File: config.mk
export PLATFORM = sky130hd
export DESIGN_NAME = hazard_scoreboard_unit_flat
export DESIGN_NICKNAME = d
export VERILOG_FILES = /design/src/rtl/hazard_scoreboard_unit_pkg.sv /design/src/rtl/hazard_scoreboard_unit_if.sv /design/src/rtl/hazard_scoreboard_unit_scoreboard.sv /design/src/rtl/hazard_scoreboard_unit.sv /design/src/flat_wrapper.sv
export SDC_FILE = /design/constraint.sdc
export NUM_CORES = 1
export LEC_CHECK = 0
export BUFFER_PORTS_ARGS = -buffer_cell sky130_fd_sc_hd__buf_2
export CORE_MARGIN = 8
export CORE_UTILIZATION = 55
export DETAILED_ROUTE_END_ITERATION = 8
export PLACE_DENSITY = 0.83
export RECOVER_POWER = 25
export SYNTH_ARGS = -nofsm -noshare
export SYNTH_HDL_FRONTEND = slang
export SYNTH_SLANG_ARGS = --single-unit
File: constraint.sdc
create_clock -name clk -period 3.17 [get_ports clk]
set_input_delay 0.317 -clock clk [delete_from_list [all_inputs] [get_ports clk]]
set_output_delay 0.317 -clock clk [all_outputs]
set_load 0.01 [all_outputs]
File: src/rtl/hazard_scoreboard_unit_pkg.sv
// Shared opcode constants, control-state type and instruction field helpers
// for the decode-stage hazard unit.
package hazard_pkg;

    localparam int MAX_INSTR_W = 64;
    localparam int MAX_REG_AW  = 8;

    localparam logic [4:0] LOAD       = 5'b10000;
    localparam logic [4:0] STORE      = 5'b10001;
    localparam logic [2:0] JUMP_PFX   = 3'b111;
    localparam logic [2:0] BRANCH_PFX = 3'b101;

    typedef enum logic [1:0] {
        CTRL_IDLE,
        CTRL_STALL,
        CTRL_FLUSH
    } ctrl_e;

    function automatic logic [4:0] get_opcode(input logic [MAX_INSTR_W-1:0] instr,
                                              input int instr_w);
        return 5'(instr >> (instr_w - 5));
    endfunction

    // idx 0 = dst, 1 = srcA, 2 = srcB, packed directly below the opcode
    function automatic logic [MAX_REG_AW-1:0] get_reg(input logic [MAX_INSTR_W-1:0] instr,
                                                      input int instr_w,
                                                      input int reg_aw,
                                                      input int idx);
        return MAX_REG_AW'((instr >> (instr_w - 5 - (idx + 1) * reg_aw))
                           & ((MAX_INSTR_W'(1) << reg_aw) - MAX_INSTR_W'(1)));
    endfunction

    function automatic logic is_load(input logic [4:0] op);
        return op == LOAD;
    endfunction

    function automatic logic is_jump(input logic [4:0] op);
        return op[4:2] == JUMP_PFX;
    endfunction

    function automatic logic is_branch(input logic [4:0] op);
        return op[4:2] == BRANCH_PFX;
    endfunction

    // ALU formats and the load/store memory format read srcA/srcB
    function automatic logic reads_operands(input logic [4:0] op);
        return !op[4] || (op[4:2] == STORE[4:2]);
    endfunction

endpackage

File: src/rtl/hazard_scoreboard_unit_if.sv
// Decode-stage bus between the pipeline and the hazard unit: instruction in,
// hold/flush controls and performance counters out.
interface hazard_scoreboard_unit_if #(
    parameter int INSTR_W = 19,
    parameter int CNT_W   = 16
) ();

    logic [INSTR_W-1:0] IF_ID_instruction;
    logic               IF_ID_valid;
    logic               do_branch;
    logic               IF_ID_loadbar;
    logic               IF_ID_flush;
    logic               ID_EX_flush;
    logic               pc_writebar;
    logic [CNT_W-1:0]   stall_count;
    logic [CNT_W-1:0]   flush_count;

    modport master (
        output IF_ID_instruction, IF_ID_valid, do_branch,
        input  IF_ID_loadbar, IF_ID_flush, ID_EX_flush, pc_writebar,
               stall_count, flush_count
    );

    modport slave (
        input  IF_ID_instruction, IF_ID_valid, do_branch,
        output IF_ID_loadbar, IF_ID_flush, ID_EX_flush, pc_writebar,
               stall_count, flush_count
    );

endinterface

File: src/rtl/hazard_scoreboard_unit_scoreboard.sv
// Per-register load-pending counters: set to LOAD_LAT by an accepted load,
// counting down to zero; two combinational lookup ports for source operands.
module hazard_scoreboard #(
    parameter int REG_AW   = 3,
    parameter int LOAD_LAT = 1
) (
    input  logic              clk,
    input  logic              reset,
    input  logic              set_en,
    input  logic [REG_AW-1:0] set_addr,
    input  logic [REG_AW-1:0] rd_addr_a,
    input  logic [REG_AW-1:0] rd_addr_b,
    output logic              busy_a,
    output logic              busy_b
);

    localparam int PW   = $clog2(LOAD_LAT + 1);
    localparam int NREG = 1 << REG_AW;

    logic [PW-1:0] pending [NREG];

    // A new load on a register overrides its countdown; r0 is never marked
    always_ff @(posedge clk or posedge reset) begin
        if (reset) begin
            for (int i = 0; i < NREG; i++) begin
                pending[i] <= '0;
            end
        end else begin
            for (int i = 0; i < NREG; i++) begin
                if (set_en && (i != 0) && (set_addr == REG_AW'(i))) begin
                    pending[i] <= PW'(LOAD_LAT);
                end else if (pending[i] != '0) begin
                    pending[i] <= pending[i] - PW'(1);
                end
            end
        end
    end

    assign busy_a = (pending[rd_addr_a] != '0);
    assign busy_b = (pending[rd_addr_b] != '0);

endmodule

File: src/rtl/hazard_scoreboard_unit.sv
// Decode-stage hazard unit: load-use stalls from the scoreboard, jump/taken
// branch flushes of wrong-path fetch slots, and saturating event counters.
module hazard_scoreboard_unit
    import hazard_pkg::*;
#(
    parameter int INSTR_W     = 19,
    parameter int REG_AW      = 3,
    parameter int LOAD_LAT    = 1,
    parameter int FLUSH_DEPTH = 1,
    parameter int CNT_W       = 16
) (
    input logic                     clk,
    input logic                     reset,
    hazard_scoreboard_unit_if.slave bus
);

    logic [4:0]        opcode;
    logic [REG_AW-1:0] dst;
    logic [REG_AW-1:0] src_a;
    logic [REG_AW-1:0] src_b;
    logic              busy_a;
    logic              busy_b;
    logic              operand_hit;
    logic              flush_start;
    logic              flush_active;
    logic              load_accept;
    logic [1:0]        flush_cnt;
    logic [CNT_W-1:0]  stall_count;
    logic [CNT_W-1:0]  flush_count;
    ctrl_e             ctrl;

    assign opcode = get_opcode(MAX_INSTR_W'(bus.IF_ID_instruction), INSTR_W);
    assign dst    = REG_AW'(get_reg(MAX_INSTR_W'(bus.IF_ID_instruction), INSTR_W, REG_AW, 0));
    assign src_a  = REG_AW'(get_reg(MAX_INSTR_W'(bus.IF_ID_instruction), INSTR_W, REG_AW, 1));
    assign src_b  = REG_AW'(get_reg(MAX_INSTR_W'(bus.IF_ID_instruction), INSTR_W, REG_AW, 2));

    // A store's data register is its dst, which is forwarded, so only
    // srcA/srcB are ever looked up
    assign operand_hit = bus.IF_ID_valid && reads_operands(opcode)
                         && (((src_a != '0) && busy_a) || ((src_b != '0) && busy_b));

    assign flush_start  = bus.IF_ID_valid && (flush_cnt == 2'd0)
                          && (is_jump(opcode) || (is_branch(opcode) && bus.do_branch));
    assign flush_active = flush_start || (flush_cnt != 2'd0);

    always_comb begin
        ctrl = CTRL_IDLE;
        if (!reset) begin
            if (flush_active) begin
                ctrl = CTRL_FLUSH;
            end else if (operand_hit) begin
                ctrl = CTRL_STALL;
            end
        end
    end

    assign load_accept = bus.IF_ID_valid && is_load(opcode) && (ctrl == CTRL_IDLE) && (dst != '0);

    hazard_scoreboard #(
        .REG_AW   (REG_AW),
        .LOAD_LAT (LOAD_LAT)
    ) u_scoreboard (
        .clk       (clk),
        .reset     (reset),
        .set_en    (load_accept),
        .set_addr  (dst),
        .rd_addr_a (src_a),
        .rd_addr_b (src_b),
        .busy_a    (busy_a),
        .busy_b    (busy_b)
    );

    // flush_cnt holds the wrong-path slots still to clear after this one
    always_ff @(posedge clk or posedge reset) begin
        if (reset) begin
            flush_cnt   <= 2'd0;
            stall_count <= '0;
            flush_count <= '0;
        end else begin
            if (flush_start) begin
                flush_cnt <= 2'(FLUSH_DEPTH - 1);
            end else if (flush_cnt != 2'd0) begin
                flush_cnt <= flush_cnt - 2'd1;
            end
            if ((ctrl == CTRL_STALL) && (stall_count != '1)) begin
                stall_count <= stall_count + CNT_W'(1);
            end
            if ((ctrl == CTRL_FLUSH) && (flush_count != '1)) begin
                flush_count <= flush_count + CNT_W'(1);
            end
        end
    end

    assign bus.IF_ID_loadbar = (ctrl == CTRL_STALL);
    assign bus.pc_writebar   = (ctrl == CTRL_STALL);
    assign bus.ID_EX_flush   = (ctrl == CTRL_STALL);
    assign bus.IF_ID_flush   = (ctrl == CTRL_FLUSH);
    assign bus.stall_count   = stall_count;
    assign bus.flush_count   = flush_count;

endmodule

File: src/flat_wrapper.sv
// flat-port wrapper written by rule: the top's interface ports become plain ports
module hazard_scoreboard_unit_flat import hazard_pkg::*;
#(
    parameter int INSTR_W     = 19,
    parameter int REG_AW      = 3,
    parameter int LOAD_LAT    = 1,
    parameter int FLUSH_DEPTH = 1,
    parameter int CNT_W       = 16
)
  (clk, reset, bus_IF_ID_instruction, bus_IF_ID_valid, bus_do_branch, bus_IF_ID_loadbar, bus_IF_ID_flush, bus_ID_EX_flush, bus_pc_writebar, bus_stall_count, bus_flush_count);
  hazard_scoreboard_unit_if #(.INSTR_W(INSTR_W), .CNT_W(CNT_W)) bus_i ();
  input logic clk;
  input logic reset;
  input wire logic [$bits(bus_i.IF_ID_instruction)-1:0] bus_IF_ID_instruction;
  input wire logic [$bits(bus_i.IF_ID_valid)-1:0] bus_IF_ID_valid;
  input wire logic [$bits(bus_i.do_branch)-1:0] bus_do_branch;
  output wire logic [$bits(bus_i.IF_ID_loadbar)-1:0] bus_IF_ID_loadbar;
  output wire logic [$bits(bus_i.IF_ID_flush)-1:0] bus_IF_ID_flush;
  output wire logic [$bits(bus_i.ID_EX_flush)-1:0] bus_ID_EX_flush;
  output wire logic [$bits(bus_i.pc_writebar)-1:0] bus_pc_writebar;
  output wire logic [$bits(bus_i.stall_count)-1:0] bus_stall_count;
  output wire logic [$bits(bus_i.flush_count)-1:0] bus_flush_count;
  assign bus_i.IF_ID_instruction = bus_IF_ID_instruction;
  assign bus_i.IF_ID_valid = bus_IF_ID_valid;
  assign bus_i.do_branch = bus_do_branch;
  assign bus_IF_ID_loadbar = bus_i.IF_ID_loadbar;
  assign bus_IF_ID_flush = bus_i.IF_ID_flush;
  assign bus_ID_EX_flush = bus_i.ID_EX_flush;
  assign bus_pc_writebar = bus_i.pc_writebar;
  assign bus_stall_count = bus_i.stall_count;
  assign bus_flush_count = bus_i.flush_count;
  hazard_scoreboard_unit #(.INSTR_W(INSTR_W), .REG_AW(REG_AW), .LOAD_LAT(LOAD_LAT), .FLUSH_DEPTH(FLUSH_DEPTH), .CNT_W(CNT_W)) u_core (.clk(clk), .reset(reset), .bus(bus_i));
endmodule
* Word level (Yosys, flattened, before mapping)
Index checks and enable logic that the tools add are counted.
Cells by class: add/sub/neg operators 11, order comparisons 2, equal/unequal tests 15, mux-type cells 26, bitwise operators 2, reduce and logical (&&, ||, !) cells 31
Operator list (number):
- $add A16 B1 Y16 const B | 2
- $ne A16 B16 Y1 const B | 2
- $eq A3 B3 Y1 const B | 7
- $mux W1 | 20
- $logic_and A1 B1 Y1 | 19
- $reduce_bool A3 Y1 | 3
- $ge A4 B4 Y1 const B | 2
- $mux W2 | 4
- $not A3 Y4 | 2
- $sub A1 B1 Y1 const B | 8
- $bmux W1 S3 | 2
- $eq A3 B2 Y1 const B | 2
- $eq A5 B5 Y1 const B | 1
- $logic_not A2 Y1 | 2
- $logic_or A1 B1 Y1 | 4
- $reduce_bool A2 Y1 | 2
- $eq A3 B1 Y1 const B | 1
- $eq A2 B1 Y1 const B | 1
- $eq A2 B2 Y1 const B | 1
- $sub A2 B1 Y2 const B | 1
- $logic_not A1 Y1 | 1
Storage, ports and cells: register bits 42, input port bits 23, output and inout port bits 36

* Longest topological paths before layout
Gate-level depths: netlist of run 1.
word-level depth 15, mapped depth 8, gate-level depth less buffers 7

* By module
A second synthesis of run 1 with hierarchy kept.
Second synthesis, totals: cell total of the unflattened synthesis 192, area, all modules 2039.5 µm²
By module, submodules not included:
- hazard_scoreboard_unit | times used 1, cells each 160, area an instance 1694.1 µm², sequential area each 850.8 µm²
- hazard_scoreboard | times used 1, cells each 32, area an instance 345.3 µm², sequential area each 175.2 µm²

* Worst setup path after synthesis of run 1
Ideal clock, no wire load.
kind input to register, start point in reset, end point reg u_core.flush_count[9] (netlist: u_core.bus.flush_count[9]), library setup time 0.127 ns, arrival 2.514 ns, required time 3.043 ns, setup slack 0.529 ns, stages on the path 6, path buffers 1, cells stage by stage inv_1 > o21ai_0 > a31oi_1 > buf_2 > nand4_1 > xnor2_1
Between the ends: cells in the longest elaborated chain, start to end 3
Ends and longest elaborated chain:
- start: declaration | line flat_wrapper.sv:13 | input logic reset;
- $mux W2 | line hazard_scoreboard_unit.sv:48 | if (!reset) begin
- $eq A2 B2 Y1 | line hazard_scoreboard_unit.sv:88 | if ((ctrl == CTRL_FLUSH) && (flush_count != '1)) begin
- $logic_and A1 B1 Y1 | line hazard_scoreboard_unit.sv:88
- end signal: assignment | line hazard_scoreboard_unit.sv:89 | flush_count <= flush_count + CNT_W'(1);
- end: declaration | line hazard_scoreboard_unit.sv:29 | logic [CNT_W-1:0] flush_count;
No other way between the ends. A chain may end at the register's enable or synchronous reset.

* Final worst setup path of run 1
start point reg u_core.flush_cnt[0], end point out bus_IF_ID_loadbar
Between the ends: cells in the longest elaborated chain, start to end 7, elaborated cells on any way between the ends 8, those cells by class 1 x eq/ne; 2 x mux; 5 x reduce/logical
Ends and longest elaborated chain:
- start: declaration | line hazard_scoreboard_unit.sv:27 | logic [1:0] flush_cnt;
- start signal: assignment | line hazard_scoreboard_unit.sv:81 | flush_cnt <= 2'(FLUSH_DEPTH - 1);
- start signal: assignment | line hazard_scoreboard_unit.sv:83 | flush_cnt <= flush_cnt - 2'd1;
- $logic_not A2 Y1 | line hazard_scoreboard_unit.sv:42 | assign flush_start = bus.IF_ID_valid && (flush_cnt == 2'd0)
- $logic_and A1 B1 Y1 | line hazard_scoreboard_unit.sv:42
- $logic_and A1 B1 Y1 | line hazard_scoreboard_unit.sv:43 | && (is_jump(opcode) || (is_branch(opcode) && bus.do_branch));
- $logic_or A1 B1 Y1 * | line hazard_scoreboard_unit.sv:44 | assign flush_active = flush_start || (flush_cnt != 2'd0);
- $mux W2 * | line hazard_scoreboard_unit.sv:49 | if (flush_active) begin
- $mux W2 * | line hazard_scoreboard_unit.sv:48
- $eq A2 B1 Y1 * | line hazard_scoreboard_unit.sv:94 | assign bus.IF_ID_loadbar = (ctrl == CTRL_STALL);
- end: declaration | line flat_wrapper.sv:17 | output wire logic [$bits(bus_i.IF_ID_loadbar)-1:0] bus_IF_ID_loadbar;
Every way passes the cells marked *; elsewhere a longest branch is shown, timed or not.

==> results.yml, run 1 <==
placement:
  port_buffers: 53
  dp_hpwl_um: 3390
  dpl_worst_slack_ps: 1090
  place_congestion: 0.766
drt:
  vias: 1742
  drt_wl_total_um: 4530
  drc: 0
  wl_met1_um: 1890
  dr_wl_met2_um: 2280
  wl_per_cell_um: 14.7
  drt_first_pass_iters: 5
  wl_met3_um: 316
  highest_layer: "met4"
  vias_per_cell: 5.64
  antenna_left: 0
  first_iter_violations: 167
cells_and_area:
  register_area_mm2: 0.00103
  layout_commonest_cell: "buf_2"
  final_nets: 284
  area_delta_synth_final_pct: 17.0
  num_antenna_cells: 0
  multiInputGateArea_mm2: 0.00107
  fill_cells: 338
  final_cell_mix: "buf_2, dfrtp_1, xnor2_1"
  final_layout_size_suffix_gt1_share_pct: 28.2
timing:
  tightest_slew_ps: 2090
  finalCritPeriodShare_pct: 69.3
  rsz0062_at_grt: "false"
  hold_viol: 0
  totalNegativeSetupSlack_ps: 0
  finalWorstSetupSlack_ps: 973
  max_freq_mhz: 455
  final.setup_skew_ps: 7.67
  fin_crit_ps: 2200
  finalMaxSlewViolations: 42
  maxSlewHeadroom_pct: -39.1
  finalSetupViolCount: 0
synth:
  syn_inst: 204
  ys_ff_latch: 41
  ys_types: 37
  ys_warn_count: 0
  async_flop_share_pct: 100
  yosys-top-cells-area: "dfrtp_1, xnor2_1, nand4_1, and3_1, mux2_2"
  syn_area_mm2: 0.00218
  synth_area_per_cell_um2: 10.7
  yosysSeqAreaShare_pct: 47.1
  ys.flop_type: "dfrtp_1"
  synth_fp_nets: 230
  synth-edff-count: 0
  synth_top_area_share_pct: 47.1
  yosysTopAreaCell: "dfrtp_1"
worst_hold_path:
  hold_start: "bus_IF_ID_instruction[11]"
  worstHoldPathType: "in -> reg"
  hold-path-endpoint: "u_core.u_scoreboard.pending[5]"
  whs_path_depth: 2
clock_network:
  clockBufferDepth: 2
  root_buffer: "clkbuf_8"
  cts_tree: "done"
  clk_latency_ps: 280
  postCtsHoldBufs: 0
  numCtsBuffers: 5
  cts_htree_levels: 2
  clock_sinks: 41
  cts.repair.resized: 0
  post_cts.repair.setup_buffers: 0
  path_clk_slew_ps: 70
worst_setup_path:
  critPathMaxFanout: 10
  arrival_ps: 1880
  r2r_setup_slack_ps: 1070
  cp.required_ps: 2850
  timing_worst_setup_path_type: "reg -> out"
  r2r_end: "u_core.bus.stall_count[1]"
  reg2reg_depth: 5
  crit_start: "u_core.flush_cnt[0]"
  cp-start-kind: "register"
  timing.rr.start: "u_core.bus.stall_count[4]"
  endpoint_kind: "output pin"
flow_run:
  cap_violations: 1
pwr:
  leakagePower_uw: 0.00122
  ir_worst_vdd_v: 0.000617
  p_per_area_mw_per_mm2: 531
die:
  die_area_mm2: 0.00623
  rows: 23
  die_w_um: 78.9
  core-area_mm2: 0.00391
  io_pins: 59
  die_h_um: 78.9
  start_util_pct: 55.6
global_routing:
  grt_max_degree: 42
  track_usage_pct: 14.7
  grt_pass1_vias: 1673
  grt_overflow: 0
  antenna_found_initial: 0
  grt_pass1_wl_um: 7450
status:
  outcome: "finished, violations left"
  violations: "max-capacitance violations, max-slew violations"
==> final cells by class <==
type	instances	area share [%]
inverter	6	0.884
multi-input combinational	148	42.1
clock buffer	8	3.14
sequential	41	40.3
tap	50	2.46
timing repair buffer	56	11.1
==> stage by stage <==
stage               hold WS (ps)  util [%]  total power (uW)  area (um^2)  cells
finish                       258      65.1              1350         2550    309
global route                 251      65.1              1440         2550    309
CTS                          196      65.2              1370         2550    309
detailed placement           481      63.2              1050         2470    301
global placement             473      63.2              1040         2470    301
floorplan                    381         -               919         2180    204
==> critical path, cell delays in order (launching register included) <==
cell and delay (ps):
dfrtp_1 360, inv_1 80, ha_1 210, inv_1 60
nor2_1 230, and3_1 430, buf_2 210
==> where the power goes <==
group          switching (uW)  internal [uW]  total (uW)
Sequential               83.3            589         673
Clock                     158            156         314
Combinational             213            153         366
==> cell families (layout without fill, tap and decap cells) <==
kind of cell / after synthesis / in the layout / share of synthesized area, %
buffers and inverters: 15 / 70 / 3.56
adder cells (fa/ha/maj): 3 / 3 / 1.72
XOR/XNOR: 29 / 29 / 11.7
multiplexers: 9 / 9 / 4.71
flip-flops: 41 / 41 / 47.1
AND/OR/NAND/NOR: 96 / 96 / 26.6
AO/OA/AOI/OAI: 11 / 11 / 4.60
==> cell usage after synthesis (2+ instances only) <==
master	count
a221oi_2	2
and2_1	3
and3_1	12
and4_1	3
buf_2	2
buf_4	3
clkbuf_1	3
dfrtp_1	41
ha_1	3
inv_1	6
mux2_2	6
mux2i_1	2
nand2_1	7
nand2b_1	6
nand3_1	11
nand3b_1	2
nand4_1	25
nor2_1	9
nor2b_1	3
nor3_1	5
nor4_1	4
nor4_2	2
o21ai_0	2
o22ai_1	2
xnor2_1	26
xor2_1	3
==> routing by layer <==
metal	vias up	global-route usage (%)
met1	833	16.2
met2	51	25.8
met5	-	0
met4	0	4.44
met3	4	5.53
li1	854	-
==> sequential cells by signal (all words and copies together) (netlist names) <==
name                         flops
u_core.bus.flush_count          16
u_core.u_scoreboard.pending      7
u_core.bus.stall_count          16
u_core.flush_cnt                 2
==> worst max path at each step <==
stage                                     end  slack (ps)  depth (start not counted)
floorplan           u_core.bus.flush_count[9]         530                          6
global placement    u_core.bus.stall_count[1]        1130                          5
detailed placement  u_core.bus.stall_count[1]        1090                          5
CTS                           bus_pc_writebar         960                          5
global route        u_core.bus.stall_count[0]         670                          3
finish                      bus_IF_ID_loadbar         970                          6
(Power assumes the default switching activity.)
==> run 2, diff against run 1 <==
--- a/config.mk
+++ b/config.mk
@@ -5,11 +5,12 @@
 export SDC_FILE = /design/constraint.sdc
 export NUM_CORES = 1
 export LEC_CHECK = 0
+export ABC_AREA = 1
 export BUFFER_PORTS_ARGS = -buffer_cell sky130_fd_sc_hd__buf_2
 export CORE_MARGIN = 8
-export CORE_UTILIZATION = 55
+export CORE_UTILIZATION = 49
 export DETAILED_ROUTE_END_ITERATION = 8
-export PLACE_DENSITY = 0.83
+export PLACE_DENSITY = 0.76
 export RECOVER_POWER = 25
 export SYNTH_ARGS = -nofsm -noshare
 export SYNTH_HDL_FRONTEND = slang
==> constraint.sdc (replaced) <==
create_clock -name clk -period 1.9 [get_ports clk]
set_input_delay 0.19 -clock clk [delete_from_list [all_inputs] [get_ports clk]]
set_output_delay 0.19 -clock clk [all_outputs]
set_load 0.01 [all_outputs]
==> run 2 against run 1 <==
Highest routed layer unchanged. Synthesized area up 19%. Hold slack worse by 84 ps. Final cell count grew 62%. Combinational power up 38%. Largest power group unchanged. Wire length rose by 32%. Largest cell class unchanged. The flow now finishes without violations. Setup slack got worse by 800 ps. Clock skew down 2.5 ps. Critical endpoint unchanged. Clock power rose to 2.6 times the previous value.
==> results.yml, run 2 <==
status:
  outcome: "completed"
cells_and_area:
  final_cell_mix: "nand2_1, buf_2, inv_1"
  layout_commonest_cell: "nand2_1"
  reg_top3: "u_core.bus.flush_count (16), u_core.bus.stall_count (16), u_core.u_scoreboard.pending (7)"
  num_antenna_cells: 0
  area_delta_synth_final_pct: 20.2
  final_nets: 456
  final_layout_size_suffix_gt1_share_pct: 19.5
die:
  io_pins: 59
  core-area_mm2: 0.00511
  rows: 26
  die_w_um: 88.7
  start_util_pct: 50.7
  die_h_um: 88.7
  die_area_mm2: 0.00786
global_routing:
  grt_pass1_wl_um: 10400
  grt_pass1_vias: 2471
  antenna_found_initial: 0
  grt_max_degree: 42
  grt_overflow: 0
  track_usage_pct: 16.3
worst_hold_path:
  worstHoldPathType: "in -> reg"
timing:
  rsz0062_at_grt: "false"
  totalNegativeSetupSlack_ps: 0
  fin_crit_ps: 1730
  hold_viol: 0
  tightest_slew_ps: 1020
  max_freq_mhz: 580
  finalCritPeriodShare_pct: 90.8
  finalSetupViolCount: 0
  maxSlewHeadroom_pct: 31.7
  finalMaxSlewViolations: 0
  final.setup_skew_ps: 5.19
pwr:
  p_int_uw: 1690
  combPwrFrac_pct: 21.0
  leakagePower_uw: 0.00164
  total_power_uw: 2400
  seqPwrFrac_pct: 44.7
  p_sw_uw: 707
  clkPwrFrac_pct: 34.3
  swShare_pct: 29.4
  ir_worst_vdd_v: 0.000468
  p_per_area_mw_per_mm2: 773
worst_setup_path:
  max_stage_delay_ps: 390
  endpoint_kind: "output pin"
  crit_family: "flip-flops"
  cp-start-kind: "register"
  critPathMaxFanout: 4
  timing_worst_setup_path_type: "reg -> out"
  cp.buffers_inverters: 3
  cp_cell_sequence: "inv_1 > ha_1 > nand2_1 > nor2_4 > nand2_1 > inv_1 > buf_2"
  cp.required_ps: 1710
  crit_path_top_delay_cell: "dfrtp_1"
  arrival_ps: 1540
drt:
  wl_per_cell_um: 12.0
  antenna_left: 0
  drt_wl_total_um: 5990
  drc: 0
  first_iter_violations: 107
  drt_first_pass_iters: 4
  vias_per_cell: 4.98
  vias: 2495
clock_network:
  clockBufferDepth: 2
  cts_tree: "done"
  clk_latency_ps: 290
  path_clk_slew_ps: 80
  numCtsBuffers: 5
  cts_htree_levels: 2
  postCtsHoldBufs: 0
  root_buffer: "clkbuf_8"
  clock_sinks: 41
synth:
  synth-edff-count: 0
  synth_top_area_share_pct: 39.7
  ys_types: 27
  ys_ff_latch: 41
  ys.flop_type: "dfrtp_1"
  syn_inst: 367
  yosysSeqAreaShare_pct: 39.7
  synth_fp_nets: 393
  yosys-top-cells-area: "dfrtp_1, nand2_1, inv_1, nand4_1, nor2_1"
  yosysTopAreaCell: "dfrtp_1"
  synth_area_per_cell_um2: 7.05
  async_flop_share_pct: 100
  ys_warn_count: 0
  yosysMostFrequentCell: "nand2_1"
  syn_area_mm2: 0.00259
  synthTopCellsByCount: "nand2_1, inv_1, dfrtp_1, nor2_1"
placement:
  place_congestion: 0.893
  port_buffers: 53
  dp_hpwl_um: 4540
flow_run:
  cap_violations: 0
run 2: cell count changes after synthesis, sizes merged, moves of 6 or more:
cell | before | now
nand2 | 7 | 130
and3 | 12 | 0
o21ai | 2 | 15
nand3 | 11 | 28
nor2 | 9 | 39
xor2 | 3 | 9
inv | 6 | 48
nor4 | 6 | 0
nand2b | 6 | 0
xnor2 | 26 | 7
mux2 | 7 | 0
run 2: routing by layer:
layer / track usage (%) / part of all wire (%)
met1: 17.9 / 44
met2: 30.3 / 50
met3: 3.25 / 4.9
met4: 5.22 / 0.85
met5: 0 / 0
run 2: worst paths after layout:
path | start | to | slack, ps | cells past startpoint
worst min register to register | u_core.flush_cnt[0] | u_core.flush_cnt[0] | 510 | 1
min in group asynchronous | reset | u_core.bus.flush_count[5] | 280 | 3
worst max register to register | u_core.bus.flush_count[0] | u_core.bus.flush_count[2] | 330 | 9
max in group asynchronous | reset | u_core.bus.stall_count[3] | 1000 | 3
worst min-delay path | bus_IF_ID_instruction[12] | u_core.u_scoreboard.pending[1] | 170 | 3
worst max-delay path | u_core.flush_cnt[0] | bus_IF_ID_loadbar | 170 | 7
run 2: per-stage QoR:
stage | utilization, % | instance area, um^2 | std cells | hold slack, ps | worst slack [ps]
2_1_floorplan | - | 2590 | 367 | 184 | 184
3_3_place_gp | 58.1 | 2970 | 492 | 398 | 327
3_5_place_dp | 58.1 | 2970 | 492 | 411 | 336
4_1_cts | 60.8 | 3100 | 500 | 91.8 | 31.2
5_1_grt | 60.9 | 3110 | 501 | 189 | 32.3
6_report | 60.9 | 3110 | 501 | 174 | 175
run 2: kinds of logic after synthesis:
kind of cell    share of synthesized area, %
compound gates                          3.43
xor+xnor                                5.42
fa+ha+maj                               1.45
buf+inv                                 9.38
flops                                   39.7
simple gates                            40.7
run 2: power by group through the flow:
stage	combinational (uW)	sequential (uW)	clock (uW)
2_1_floorplan	262	1140	0
3_3_place_gp	501	1090	0
5_1_grt	573	1090	890
6_report	504	1070	823
3_5_place_dp	513	1090	0
4_1_cts	516	1080	851
run 2: repair_timing:
item / 4_1_cts / 5_1_grt
resized for setup: 0 / 1
setup buffers: 0 / 1
endpoints found under the setup margin: 0 / 3
run 2: final cells by class:
| cell class | instances | area (um^2) |
|---|---|---|
| sequential | 41 | 1030 |
| inverter | 48 | 181 |
| clock buffer | 5 | 68.8 |
| timing repair buffer | 64 | 357 |
| clock inverter | 3 | 65.1 |
| fill | 487 | 2000 |
| tap | 70 | 87.6 |
| multi-input combinational | 270 | 1320 |
run 2: worst register-to-register path, cell delays in order (launching register included):
cell and delay [ps]:
dfrtp_1 420, ha_1 250, nand3_1 140, inv_1 80
nand3_1 100, nand2_2 70, inv_2 220, nand2_1 80
nand2_1 60, nand2_1 50
